==> config.mk <==
export PLATFORM = sky130hd
export DESIGN_NAME = subr_stack_ctrl_flat
export DESIGN_NICKNAME = d
export VERILOG_FILES = /design/src/rtl/subr_stack_ctrl_pkg.sv /design/src/rtl/subr_stack_ctrl_if.sv /design/src/rtl/subr_stack_ctrl_lifo.sv /design/src/rtl/subr_stack_ctrl.sv /design/src/flat_wrapper.sv
export SDC_FILE = /design/constraint.sdc
export NUM_CORES = 1
export LEC_CHECK = 0
export ABC_AREA = 1
export CAP_MARGIN = 20
export CORE_MARGIN = 4
export CORE_UTILIZATION = 62
export CTS_CLUSTER_SIZE = 25
export DETAILED_ROUTE_END_ITERATION = 10
export PLACE_DENSITY_LB_ADDON = 0.3
export SLEW_MARGIN = 20
export SYNTH_ARGS = -nofsm -noshare
export SYNTH_HDL_FRONTEND = slang
export SYNTH_SLANG_ARGS = --single-unit
export TNS_END_PERCENT = 5
==> constraint.sdc <==
create_clock -name clk -period 4 [get_ports clk]
set_clock_uncertainty 0.15 [all_clocks]
set_input_delay 1.2 -clock clk [delete_from_list [all_inputs] [get_ports clk]]
set_output_delay 1.2 -clock clk [all_outputs]
set_load 0.1 [all_outputs]
==> src/rtl/subr_stack_ctrl_pkg.sv <==
// Shared control-unit constants: subroutine opcodes and the return-stack FSM state type.
package uc_pkg;

  localparam logic [5:0] OP_JAL = 6'b100111;
  localparam logic [5:0] OP_RET = 6'b101000;

  typedef enum logic [1:0] {
    IDLE     = 2'd0,
    RET_WAIT = 2'd1,
    HALT     = 2'd2
  } subr_state_t;

endpackage

==> src/rtl/subr_stack_ctrl_if.sv <==
// Opcode/PC inputs and return-address/stall outputs exchanged between the control unit and the return stack.
interface subr_stack_ctrl_if #(
  parameter int DEPTH = 8,
  parameter int AW    = 10
);
  localparam int DW = $clog2(DEPTH) + 1;

  logic [5:0]    opcode;
  logic [AW-1:0] pc_plus1;
  logic [AW-1:0] ret_addr;
  logic          s_ret;
  logic          stall;
  logic [DW-1:0] depth;
  logic          overflow;
  logic          underflow;

  modport master (
    output opcode, pc_plus1,
    input  ret_addr, s_ret, stall, depth, overflow, underflow
  );

  modport slave (
    input  opcode, pc_plus1,
    output ret_addr, s_ret, stall, depth, overflow, underflow
  );
endinterface

==> src/rtl/subr_stack_ctrl_lifo.sv <==
// Return-address storage: DEPTH x AW register file, one write port, one registered read port.
module lifo_regs #(
  parameter int DEPTH = 8,
  parameter int AW    = 10
) (
  input  logic                     clk,
  input  logic                     reset,
  input  logic                     i_we,
  input  logic [$clog2(DEPTH)-1:0] i_waddr,
  input  logic [AW-1:0]            i_wdata,
  input  logic                     i_re,
  input  logic [$clog2(DEPTH)-1:0] i_raddr,
  output logic [AW-1:0]            o_rdata
);

  logic [AW-1:0] r_mem [DEPTH];
  logic [AW-1:0] r_rdata;

  // Entries need no reset; emptiness is tracked by the controller's depth count.
  always_ff @(posedge clk) begin
    if (i_we) r_mem[i_waddr] <= i_wdata;
  end

  always_ff @(posedge clk or posedge reset) begin
    if (reset)     r_rdata <= '0;
    else if (i_re) r_rdata <= r_mem[i_raddr];
  end

  assign o_rdata = r_rdata;

endmodule

==> src/rtl/subr_stack_ctrl.sv <==
// Hardware return-address stack for JAL/RET with stall/s_ret handshake to the PC mux.
// Optional macro SUBR_STACK_WRAP_EN: a JAL on a full stack overwrites the oldest entry instead of halting.
module subr_stack_ctrl #(
  parameter int DEPTH = 8,
  parameter int AW    = 10
) (
  input  logic              clk,
  input  logic              reset,
  subr_stack_ctrl_if.slave  bus
);
  import uc_pkg::*;

  localparam int SPW = $clog2(DEPTH);
  localparam int DW  = SPW + 1;

  subr_state_t    r_state, w_next;
  logic [SPW-1:0] r_sp;
  logic [DW-1:0]  r_depth;
  logic           r_overflow, r_underflow;
  logic           w_full, w_empty;
  logic           w_push, w_pop, w_setOvf, w_setUnf, w_stall, w_sRet;

  assign w_full  = (r_depth == DW'(DEPTH));
  assign w_empty = (r_depth == '0);

  always_ff @(posedge clk or posedge reset) begin
    if (reset) r_state <= IDLE;
    else       r_state <= w_next;
  end

  // A RET stalls in its own cycle while the popped address is registered, then s_ret steers it in.
  always_comb begin
    w_next   = r_state;
    w_push   = 1'b0;
    w_pop    = 1'b0;
    w_setOvf = 1'b0;
    w_setUnf = 1'b0;
    w_stall  = 1'b0;
    w_sRet   = 1'b0;
    case (r_state)
      IDLE: begin
        if (bus.opcode == OP_JAL) begin
          if (!w_full) begin
            w_push = 1'b1;
          end else begin
`ifdef SUBR_STACK_WRAP_EN
            w_push = 1'b1;
`else
            w_setOvf = 1'b1;
            w_stall  = 1'b1;
            w_next   = HALT;
`endif
          end
        end else if (bus.opcode == OP_RET) begin
          w_stall = 1'b1;
          if (w_empty) begin
            w_setUnf = 1'b1;
            w_next   = HALT;
          end else begin
            w_pop  = 1'b1;
            w_next = RET_WAIT;
          end
        end
      end
      RET_WAIT: begin
        w_sRet = 1'b1;
        w_next = IDLE;
      end
      HALT: begin
        w_stall = 1'b1;
      end
      default: begin
        w_next = IDLE;
      end
    endcase
  end

  // Depth saturates at DEPTH on a wrapping push while sp keeps advancing over the oldest entry.
  always_ff @(posedge clk or posedge reset) begin
    if (reset) begin
      r_sp        <= '0;
      r_depth     <= '0;
      r_overflow  <= 1'b0;
      r_underflow <= 1'b0;
    end else begin
      if (w_push) begin
        r_sp <= r_sp + SPW'(1);
        if (!w_full) r_depth <= r_depth + DW'(1);
      end else if (w_pop) begin
        r_sp    <= r_sp - SPW'(1);
        r_depth <= r_depth - DW'(1);
      end
      if (w_setOvf) r_overflow  <= 1'b1;
      if (w_setUnf) r_underflow <= 1'b1;
    end
  end

  lifo_regs #(.DEPTH(DEPTH), .AW(AW)) u_lifo (
    .clk     (clk),
    .reset   (reset),
    .i_we    (w_push),
    .i_waddr (r_sp),
    .i_wdata (bus.pc_plus1),
    .i_re    (w_pop),
    .i_raddr (r_sp - SPW'(1)),
    .o_rdata (bus.ret_addr)
  );

  // Stall is decoded from the live opcode, so it is masked while reset is held.
  assign bus.stall     = w_stall & ~reset;
  assign bus.s_ret     = w_sRet;
  assign bus.depth     = r_depth;
  assign bus.overflow  = r_overflow;
  assign bus.underflow = r_underflow;

endmodule

==> src/flat_wrapper.sv <==
// flat-port wrapper written by rule: the top's interface ports become plain ports
module subr_stack_ctrl_flat import uc_pkg::*;
#(
  parameter int DEPTH = 8,
  parameter int AW    = 10
)
  (clk, reset, bus_opcode, bus_pc_plus1, bus_ret_addr, bus_s_ret, bus_stall, bus_depth, bus_overflow, bus_underflow);
  subr_stack_ctrl_if #(.DEPTH(DEPTH), .AW(AW)) bus_i ();
  input  logic clk;
  input  logic reset;
  input wire logic [$bits(bus_i.opcode)-1:0] bus_opcode;
  input wire logic [$bits(bus_i.pc_plus1)-1:0] bus_pc_plus1;
  output wire logic [$bits(bus_i.ret_addr)-1:0] bus_ret_addr;
  output wire logic [$bits(bus_i.s_ret)-1:0] bus_s_ret;
  output wire logic [$bits(bus_i.stall)-1:0] bus_stall;
  output wire logic [$bits(bus_i.depth)-1:0] bus_depth;
  output wire logic [$bits(bus_i.overflow)-1:0] bus_overflow;
  output wire logic [$bits(bus_i.underflow)-1:0] bus_underflow;
  assign bus_i.opcode = bus_opcode;
  assign bus_i.pc_plus1 = bus_pc_plus1;
  assign bus_ret_addr = bus_i.ret_addr;
  assign bus_s_ret = bus_i.s_ret;
  assign bus_stall = bus_i.stall;
  assign bus_depth = bus_i.depth;
  assign bus_overflow = bus_i.overflow;
  assign bus_underflow = bus_i.underflow;
  subr_stack_ctrl #(.DEPTH(DEPTH), .AW(AW)) u_core (.clk(clk), .reset(reset), .bus(bus_i));
endmodule
Word level (Yosys, flattened, before mapping) --
Memories as Yosys holds them, arrays and structs flattened. A register that Yosys moved wholly into a read port is not among the register bits. Index checks and enable logic that the tools add are counted. Widths: inputs -> output; s select.
Storage, ports and cells: bits in registers 11, bits in writable memories 80, input port bits 18, output and inout port bits 18, memories kept 1
Cells by class: add/sub/neg operators 4, eq/ne operators 8, muxes and demuxes 30, bitwise logic cells 3, reductions and logical operators 5
Memory list:
- u_core.u_lifo.r_mem | depth 8, bits a word 10, read ports 1, clocked after memory_dff 1, write ports 1, line subr_stack_ctrl_lifo.sv:16 | logic [AW-1:0] r_mem [DEPTH];
Operators by type and width (number):
- $mux 1 | 19
- $eq 6x6->1 const B | 2
- $mux 4 | 3
- $mux 2 | 4
- $mux 3 | 2
- $add 4x1->4 const B | 1
- $eq 4x4->1 const B | 1
- $logic_not 4->1 | 1
- $pmux 2 s2 | 1
- $sub 4x1->4 const B | 1
- $add 3x1->3 const B | 1
- $ne 3x1->1 const B | 1
- $ne 3x2->1 const B | 1
- $reduce_and 3->1 | 1
- $sub 3x1->3 const B | 1
- $eq 2x1->1 const B | 1
- $eq 2x2->1 const B | 1
- $logic_not 2->1 | 1
- $ne 2x2->1 const B | 1
- $not 1->1 | 2
- $pmux 1 s2 | 1
- $reduce_and 2->1 | 1
- $reduce_bool 2->1 | 1
- $and 1x1->1 | 1

Logic depth before layout (Yosys ltp) --
Gate-level depths: netlist (run 1).
depth after elaboration 7, depth in mapped cells 13, depth with buffers taken out 13

By module --
Synthesis (run 1) repeated with hierarchy kept, for this count alone.
Second synthesis, totals: cells, all modules 464, area, all modules 4591.9 um^2
Modules (own cells, without submodules):
- lifo_regs | times used 1, cells each 367, area an instance 3827.4 um^2, seq. area each 2652.5 um^2
- subr_stack_ctrl | times used 1, cells each 97, area an instance 764.5 um^2, seq. area each 275.3 um^2

Worst setup path after synthesis (run 1) --
No wires, ideal clock.
kind input -> output, start point input bus_opcode[3], end point output bus_stall, data arrival time 3.107 ns, data required time 2.650 ns, path slack -0.457 ns, stages 8, path through inv_1 -> nand2_1 -> nor2_4 -> and2_1 -> nand4_1 -> nand2_1 -> o21ai_0 -> nor2_1
On the way: word-level cells in the longest chain between the ends 5, elaborated cells on any way between the ends 6
Ends and longest elaborated chain:
- start: declaration | line flat_wrapper.sv:11 | input wire logic [$bits(bus_i.opcode)-1:0] bus_opcode;
- $eq 6x6->1 | line subr_stack_ctrl.sv:54 | end else if (bus.opcode == OP_RET) begin
- $mux 1 | line subr_stack_ctrl.sv:54
- $mux 1 (*) | line subr_stack_ctrl.sv:42 | if (bus.opcode == OP_JAL) begin
- $pmux 1 s2 (*) | line subr_stack_ctrl.sv:40 | case (r_state)
- $and 1x1->1 (*) | line subr_stack_ctrl.sv:110 | assign bus.stall = w_stall & ~reset;
- end: declaration | line flat_wrapper.sv:15 | output wire logic [$bits(bus_i.stall)-1:0] bus_stall;
Mark *: on every way between the ends. The rest lies on a longest branch, timed or not.

Worst setup path after layout (run 1) --
start point input bus_opcode[5], end point output bus_stall
The elaborated chain is that of the path after synthesis.

==> results of run 1 <==
worst paths after layout:
| check | from | to | cells past startpoint |
|---|---|---|---|
| min in group asynchronous | reset | u_core.u_lifo.o_rdata[9] | 2 |
| min | u_core.u_lifo.o_rdata[6] | u_core.u_lifo.o_rdata[6] | 2 |
| max in group asynchronous | reset | u_core.u_lifo.o_rdata[4] | 2 |
| max reg2reg | u_core.r_sp[1] | u_core.u_lifo.o_rdata[4] | 9 |
| max | bus_opcode[5] | bus_stall | 9 |
| min reg2reg | u_core.u_lifo.o_rdata[6] | u_core.u_lifo.o_rdata[6] | 2 |
routing by layer:
layer  up-vias  GRT usage  part of all wire
met4         0     0.0779             0.015
met1      1327      0.281              0.43
met5         -          0                 0
li1       1373          -                 -
met3         9     0.0554             0.093
met2       125      0.311              0.47
worst max-delay path: cells and delay by family:
family	cells	cell delay [ns]
AO/OA/AOI/OAI	1	0.08
buffers and inverters	3	0.69
AND/OR/NAND/NOR	5	0.58
flip-flops by register name, summed over array words and instances, names as in the netlist:
signal                 count
u_core.r_state             2
u_core.bus.depth           4
u_core.bus.overflow        1
u_core.r_sp                3
u_core.u_lifo.r_mem       80
u_core.bus.underflow       1
u_core.u_lifo.o_rdata     10
cell type report:
| type | count | area, um2 |
|---|---|---|
| Tap cell | 77 | 96.3 |
| Sequential cell | 101 | 2930 |
| Inverter | 30 | 114 |
| Multi-Input combinational cell | 216 | 1140 |
| Clock buffer | 11 | 141 |
| Clock inverter | 5 | 60.1 |
| Timing Repair Buffer | 59 | 493 |
| Fill cell | 419 | 1550 |
per-stage QoR:
stage                     instances  worst slack (ns)
after CTS                       499            0.0218
after global placement          483           -0.0164
after floorplan                 365             0.256
final                           499             0.109
after detailed placement        483           -0.0557
after global routing            499            0.0128
power breakdown:
part | switching (mW) | total [mW] | internal [mW]
Clock | 0.325 | 0.632 | 0.308
Sequential | 0.0821 | 1.30 | 1.22
Combinational | 1.31 | 1.81 | 0.497
Total | 1.72 | 3.75 | 2.02
cell families (layout without fill, tap and decap cells):
logic type	count (synthesis)	in the layout
buffers and inverters	48	105
AOI/OAI and AO/OA	58	58
and+or+nand+nor	150	150
DFF	101	101
xor gates and xnor gates	4	4
adders and majority gates	4	4
timing repair:
action / CTS / global route
buffers inserted: 0 / 1
setup endpoints to repair: 1 / 1
hold buffers: 0 / 0
resized for setup: 7 / 2
pin swaps: 1 / 4
cell usage in the layout (no fill, tap or decap), drive strengths merged:
cell type      Yosys  routed
xor2               4       4
a21oi              2       2
and2               1       1
clkdlybuf4s50      0      13
o21ai             32      32
o211ai             1       1
a31o               1       1
nor3               9       9
clkinv             1       4
bufinv             0       1
buf               15      42
nand2             59      59
nor2              69      69
dfrtp             21      21
nand4              4       4
o221ai             1       1
ha                 4       4
nand3              8       8
o21bai             1       1
inv               29      29
edfxtp            80      80
clkinvlp           0       1
o32ai             20      20
clkbuf             3      11
dlygate4sd2        0       4
==> run metrics, run 1 <==
die width 91.0 um; top-area cell type share of the netlist area 0.562; Synth top cells by count edfxtp_1 (80), nor2_1 (65), nand2_1 (58); share of post-route cells with drive strength above 1 0.175; Synth area leader edfxtp_1; drt first pass iters 4; WL final 8030 um; Worst setup EP type output pin; Yosys reg bits 101; RSZ-0062 raised after global routing false; Final HPWL DP 5330 um; f_max 257 MHz; most frequent CP cell nor2_4; IO Pins 36; clock-pin slew on the worst setup and hold paths 0.09 ns; Crit Path Category in -> out; post-synthesis xor/xnor area fraction 0.00820; CTS tree built; worst rel slew slack 0.487; status complete, no violations; port buffer count 35; vias in the first global route 2733; global-route wire length before repair 13000 um; design area 4980 um2; largest family of logic cells by synthesized area simple AND/OR/NAND/NOR gates; YS warnings 0; Final Hold Vio Count 0; maximum number of pins on one net before global-route repair 44; Pwr Density 752 nW/um2; LEAKAGE 2.01 nW; Mapped Nets 387; Cell Chain, Critical Path clkdlybuf4s50_1 > inv_1 > nor2_4 > and2_4 > nand4_1 > nand2_1 > o21ai_2 > nor2_4 > buf_12; die height 91.0 um; Max stage delay on crit path 0.45 ns; CP required 2.65 ns; Synth Area in Compound Gates 0.0884; Final Cycle Share 0.973; post-synth cell types 32; area of the core 6530 um2; Final Setup Violations 0; mux contribution to synthesized area 0; Post-synth top flop edfxtp_1; final RePlAce weighted congestion 0.762; Final Max Tran Viols 0; Slew @ Worst Pin 0.769 ns; Simple-Gate Fraction of Synth Area 0.155; Post-synth EDFFs 80; Routed Antenna Nets 0; Layout area overhead 16.5%; Die ar. 8290 um2; Worst Setup Start Kind input port; post-DR wirelength/cell 16.1 um; top-count cell post-synth edfxtp_1; max cap viols 0; R2R setup slack 1.31 ns; CTS HTree Levels 3; Tmin final 3.89 ns; CTS Buf Count 9; antenna diode count 0; Area after DPL 4770 um2; Tot Pwr 3.75 mW; Tot GR Track Use 0.203; Worst Path Max Fanout 3; vias per cell 5.68; Synth area leaders edfxtp_1 (56%), dfrtp_1 (12%), nor2_1 (5.7%); initial DRC count 220; synthesized area 4270 um2; CTS Buffer Depth 2; clk sinks 101; register area share after synthesis 0.685; Max stage delay cell, worst path clkdlybuf4s50_1; Post-route DRC 0; Clk Latency, worst-skew pair 0.35 ns; fin nets 439; FFs w/ async S/R, synth 0.208; Final TNS setup 0 ns; antenna violations before repair 0; VDD IR max 0.346 mV; Synth Area in Adders 0.0117; Root Driver clkbuf_8; starting density of the core 0.654; Final Hold Slack 0.342 ns; Synth Instances 365; HP Class reg -> reg; critical path arrival 2.54 ns; grt total ovfl 0; # rows 29; Avg Cell Area, Syn 11.7 um2; routed vias 2834; Layout Utilization 0.762
(Power assumes the default switching activity.)
==> run 2: changes to the inputs <==
==> constraint.sdc (replaced) <==
create_clock -name clk -period 4 [get_ports clk]
set_clock_uncertainty 0.15 [all_clocks]
set_input_delay 0.8 -clock clk [delete_from_list [all_inputs] [get_ports clk]]
set_output_delay 0.8 -clock clk [all_outputs]
set_load 0.1 [all_outputs]
==> run 2 against run 1 <==
Compared with the run above: global-route usage is essentially flat; routed wire length grew 1.4%; maximum frequency grew 15%; total power grew 2.4%; setup slack gained 0.52 ns; sequential power is essentially flat; critical path type unchanged.
==> run metrics, run 2 (synthesis results as in run 1) <==
Largest register FFs 80 (unchanged); antenna diode count 0 (unchanged); WL final 8140 um (was 8030 um); Routed Antenna Nets 0 (unchanged); # rows 29 (unchanged); f_max 297 MHz (was 257 MHz); commonest non-fill, non-tap cell in the layout edfxtp_1 (unchanged); Post-route DRC 0 (unchanged); worst rel slew slack 0.354 (was 0.487); die height 91.0 um (unchanged); area of the core 6530 um2 (unchanged); CTS HTree Levels 3 (unchanged); port buffer count 35 (unchanged); vias per cell 5.77 (was 5.68); Tot Pwr 3.84 mW (was 3.75 mW); critical path arrival 2.42 ns (was 2.54 ns); Final Max Tran Viols 0 (unchanged); VDD IR max 0.444 mV (was 0.346 mV); Layout area overhead 16.0% (was 16.5%); R2R setup slack 1.36 ns (was 1.31 ns); worst reg2reg startpoint u_core.r_sp[1] (unchanged); setup bufs post-CTS 0 (unchanged); Worst setup EP type output pin (unchanged); antenna violations before repair 0 (unchanged); DR WL met2 3960 um (was 3750 um); Slew @ Worst Pin 0.966 ns (was 0.769 ns); LEAKAGE 1.94 nW (was 2.01 nW); post-cts sizing count 0 (was 7); Final Cycle Share 0.843 (was 0.973); Crit Path Category in -> out (unchanged); final RePlAce weighted congestion 0.805 (was 0.762); M1 WL 3360 um (was 3410 um); RSZ-0062 raised after global routing false (unchanged); starting density of the core 0.654 (unchanged); Pwr Density 774 nW/um2 (was 752 nW/um2); Worst Setup Start Kind input port (unchanged); drt first pass iters 5 (was 4); CTS tree built (unchanged); CP required 3.05 ns (was 2.65 ns); share of post-route cells with drive strength above 1 0.104 (was 0.175); RR Endpoint u_core.u_lifo.o_rdata[2] (was u_core.u_lifo.o_rdata[4]); Final Hold Slack 0.337 ns (was 0.342 ns); CTS Buffer Depth 2 (unchanged); metal3 WL 608 um (was 743 um); design area 4960 um2 (was 4980 um2); Layout Utilization 0.759 (was 0.762); CP Capture Point bus_stall (unchanged); max cap viols 0 (unchanged); hold path startpoint u_core.u_lifo.o_rdata[2] (was u_core.u_lifo.o_rdata[6]); die width 91.0 um (unchanged); Highest Signal Layer met4 (unchanged); Worst Path Max Fanout 3 (unchanged); clk sinks 101 (unchanged); CTS Buf Count 9 (unchanged); grt total ovfl 0 (unchanged); status complete, no violations (unchanged); CTS Hold Buffers Added 0 (unchanged); Final Hold Vio Count 0 (unchanged); most frequent cells in the layout edfxtp_1 (80), nor2_1 (65), nand2_1 (58) (was edfxtp_1 (80), nor2_1 (64), nand2_1 (56)); IO Pins 36 (unchanged); maximum number of pins on one net before global-route repair 44 (unchanged); Tmin final 3.37 ns (was 3.89 ns); crit path launch bus_opcode[1] (was bus_opcode[5]); clock-pin slew on the worst setup and hold paths 0.09 ns (about the same); routed vias 2828 (was 2834); Area after DPL 4740 um2 (was 4770 um2); vias in the first global route 2627 (was 2733); fin nets 430 (was 439); Final TNS setup 0 ns (unchanged); Final HPWL DP 5170 um (was 5330 um); Biggest register u_core.u_lifo.r_mem (unchanged); Tot GR Track Use 0.203 (about the same); Die ar. 8290 um2 (unchanged); Root Driver clkbuf_8 (unchanged); HP Class reg -> reg (unchanged); worst-case reg-to-reg path depth 8 (was 9); Clk Latency, worst-skew pair 0.36 ns (was 0.35 ns); post-DR wirelength/cell 16.6 um (was 16.1 um); Final Setup Violations 0 (unchanged); initial DRC count 244 (was 220); global-route wire length before repair 12800 um (was 13000 um)
## run 2: critical path, stage by stage
cell and delay (ns):
clkdlybuf4s50_1 0.48, nand2_1 0.10, nor2_4 0.14, and2_1 0.18
nand4_1 0.12, nand2_1 0.09, o21ai_0 0.11, nor2_1 0.20
buf_12 0.20
## run 2: worst min-delay path by stage
stage                                     endpoint  slack [ns]  cells past startpoint
final                     u_core.u_lifo.o_rdata[2]        0.34                      2
after global routing          u_core.bus.underflow        0.37                      1
after CTS                     u_core.bus.underflow        0.34                      1
after detailed placement  u_core.u_lifo.o_rdata[7]        0.32                      2
after global placement    u_core.u_lifo.o_rdata[5]        0.31                      2
after floorplan                     u_core.r_sp[2]        0.45                      2
## run 2: layout make-up
| class | instances | area, um2 |
|---|---|---|
| repair buffers | 50 | 473 |
| flip-flops and latches | 101 | 2930 |
| fillers | 413 | 1570 |
| well taps | 77 | 96.3 |
| clock inverters | 7 | 97.6 |
| clock buffers | 9 | 124 |
| multi-input cells | 216 | 1130 |
| inverters | 30 | 114 |
## run 2: metrics by stage
step,setup WS [ns],cells
after floorplan,0.343,365
after global placement,0.723,474
after detailed placement,0.617,474
after CTS,0.615,490
after global routing,0.478,490
final,0.629,490
## run 2: metal layers
metal,vias up,GRT usage
li1,1357,-
met1,1345,0.265
met2,107,0.329
met3,19,0.0529
met4,0,0.0791
met5,-,0
## run 2: power by group
group	switching, mW	internal [mW]
registers	0.0796	1.22
logic	1.31	0.523
clock network	0.345	0.355
==> run 3: changes to the inputs <==
--- a/config.mk
+++ b/config.mk
@@ -8,7 +8,7 @@
 export ABC_AREA = 1
 export CAP_MARGIN = 20
 export CORE_MARGIN = 4
-export CORE_UTILIZATION = 62
+export CORE_UTILIZATION = 57
 export CTS_CLUSTER_SIZE = 25
 export DETAILED_ROUTE_END_ITERATION = 10
 export PLACE_DENSITY_LB_ADDON = 0.3
==> constraint.sdc (replaced) <==
create_clock -name clk -period 3.4 [get_ports clk]
set_clock_uncertainty 0.15 [all_clocks]
set_input_delay 0.68 -clock clk [delete_from_list [all_inputs] [get_ports clk]]
set_output_delay 0.68 -clock clk [all_outputs]
set_load 0.1 [all_outputs]
==> run 3 against run 2 <==
Compared with the run above: via count is 2.6% lower; global-route usage shrank 0.90 points; flip-flop and latch count unchanged; total power is 16% higher; final cell count increased by 4.7%; setup slack worse by 0.30 ns; combinational power grew 16%; sequential power grew 18%.
==> run metrics, run 3 (synthesis results as in run 1) <==
Worst setup EP type output pin (unchanged); die width 94.6 um (was 91.0 um); CP required 2.57 ns (was 3.05 ns); CTS tree built (unchanged); max cap viols 0 (unchanged); # rows 31 (was 29); initial DRC count 177 (was 244); CTS Hold Buffers Added 0 (unchanged); f_max 326 MHz; vias in the first global route 2704 (was 2627); post-cts sizing count 0 (unchanged); Slew @ Worst Pin 0.857 ns (was 0.966 ns); maximum number of pins on one net before global-route repair 44 (unchanged); post-DR wirelength/cell 15.7 um (was 16.6 um); area of the core 7250 um2 (was 6530 um2); status complete, no violations (unchanged); clk sinks 101 (unchanged); Tmin final 3.07 ns; Die ar. 8950 um2 (was 8290 um2); Root Driver clkbuf_8 (unchanged); antenna diode count 0 (unchanged); Clk Latency, worst-skew pair 0.37 ns (was 0.36 ns); worst rel slew slack 0.429 (was 0.354); VDD IR max 0.416 mV (was 0.444 mV); Worst Path Max Fanout 3 (unchanged); drt first pass iters 5 (unchanged); port buffer count 35 (unchanged); final RePlAce weighted congestion 0.780 (was 0.805); Final Setup Violations 0 (unchanged); vias per cell 5.37 (was 5.77); Layout area overhead 15.7% (was 16.0%); IO Pins 36 (unchanged); setup bufs post-CTS 0 (unchanged); global-route wire length before repair 13000 um (was 12800 um); most frequent cells in the layout edfxtp_1 (80), nor2_1 (64), nand2_1 (58) (was edfxtp_1 (80), nor2_1 (65), nand2_1 (58)); fin nets 431 (was 430); clock-pin slew on the worst setup and hold paths 0.09 ns (about the same); Final Cycle Share 0.903; CTS HTree Levels 3 (unchanged); grt total ovfl 0 (unchanged); Tot GR Track Use 0.194 (was 0.203); commonest non-fill, non-tap cell in the layout edfxtp_1 (unchanged); antenna violations before repair 0 (unchanged); die height 94.6 um (was 91.0 um); routed vias 2755 (was 2828); Pwr Density 901 nW/um2 (was 774 nW/um2); Final TNS setup 0 ns (unchanged); Largest register FFs 80 (unchanged); Layout Utilization 0.682 (was 0.759); share of post-route cells with drive strength above 1 0.152 (was 0.104); Routed Antenna Nets 0 (unchanged); RSZ-0062 raised after global routing false (unchanged); Fill cells 514 (was 413); starting density of the core 0.589 (was 0.654); CTS Buf Count 9 (unchanged); WL final 8070 um (was 8140 um); Final Hold Vio Count 0 (unchanged); LEAKAGE 1.97 nW (was 1.94 nW); HP Class reg -> reg (unchanged); Biggest register u_core.u_lifo.r_mem (unchanged); critical path arrival 2.24 ns (was 2.42 ns); Final HPWL DP 5460 um (was 5170 um); CTS Buffer Depth 2 (unchanged); Final Max Tran Viols 0 (unchanged); Post-route DRC 0 (unchanged); Worst Setup Start Kind input port (unchanged); Crit Path Category in -> out (unchanged)
## run 3: changes by cell type in the layout (fill, tap and decap cells not counted)
cell             previous run  this run
buf_4                      15        33
bufinv_16                   2         1
clkdlybuf4s50_1            34        17
clkinv_1                    1         0
clkinv_8                    0         1
clkinvlp_4                  1         0
inv_6                       2         4
nor2_1                     65        64
nor2_2                      1         2
## run 3: final timing paths
| path | from | end | slack [ns] | depth (start not counted) |
|---|---|---|---|---|
| max | bus_opcode[1] | bus_stall | 0.33 | 9 |
| min | u_core.u_lifo.o_rdata[8] | u_core.u_lifo.o_rdata[8] | 0.34 | 2 |
| max reg2reg | u_core.r_sp[1] | u_core.u_lifo.o_rdata[2] | 0.79 | 9 |
| min reg2reg | u_core.u_lifo.o_rdata[8] | u_core.u_lifo.o_rdata[8] | 0.34 | 2 |
| max in group asynchronous | reset | u_core.bus.depth[0] | 1.98 | 2 |
| min in group asynchronous | reset | u_core.u_lifo.o_rdata[7] | 0.65 | 2 |
## run 3: layer usage
metal | routed length (um) | global-route usage
met3 | 507 | 0.0558
met4 | 92 | 0.0541
met1 | 3310 | 0.235
met5 | 0 | 0
met2 | 4160 | 0.340
## run 3: through the flow
| stage | std cells | setup WS (ns) | power, mW | hold WS (ns) | cell area, um2 |
|---|---|---|---|---|---|
| 5_1_grt | 513 | 0.219 | 4.74 | 0.357 | 4950 |
| 3_5_place_dp | 497 | 0.323 | 3.70 | 0.319 | 4730 |
| 6_report | 513 | 0.330 | 4.46 | 0.339 | 4950 |
| 4_1_cts | 513 | 0.316 | 4.48 | 0.344 | 4950 |
| 3_3_place_gp | 497 | 0.384 | 3.63 | 0.312 | 4730 |
| 2_1_floorplan | 365 | 0.384 | 3.22 | 0.452 | 4280 |
## run 3: worst max-delay path: stages
cell and delay [ns]:
clkdlybuf4s50_1 0.48, nand2_1 0.09, nor2_4 0.13, and2_1 0.18
nand4_1 0.12, nand2_1 0.09, o21ai_0 0.12, nor2_2 0.16
buf_12 0.19
## run 3: final cells by class
type,instances,area (um2),area share
well taps,99,124,0.0250
clock buffers,9,124,0.0250
repair buffers,51,438,0.0885
inverters,30,114,0.0230
multi-input cells,216,1130,0.228
clock inverters,7,90.1,0.0182
flip-flops and latches,101,2930,0.592
## run 3: report_power, final
group	leakage (nW)	switching (mW)	internal [mW]
combinational	0.868	1.54	0.600
clock	0.108	0.425	0.358
sequential	0.990	0.0998	1.44
total	1.97	2.06	2.39
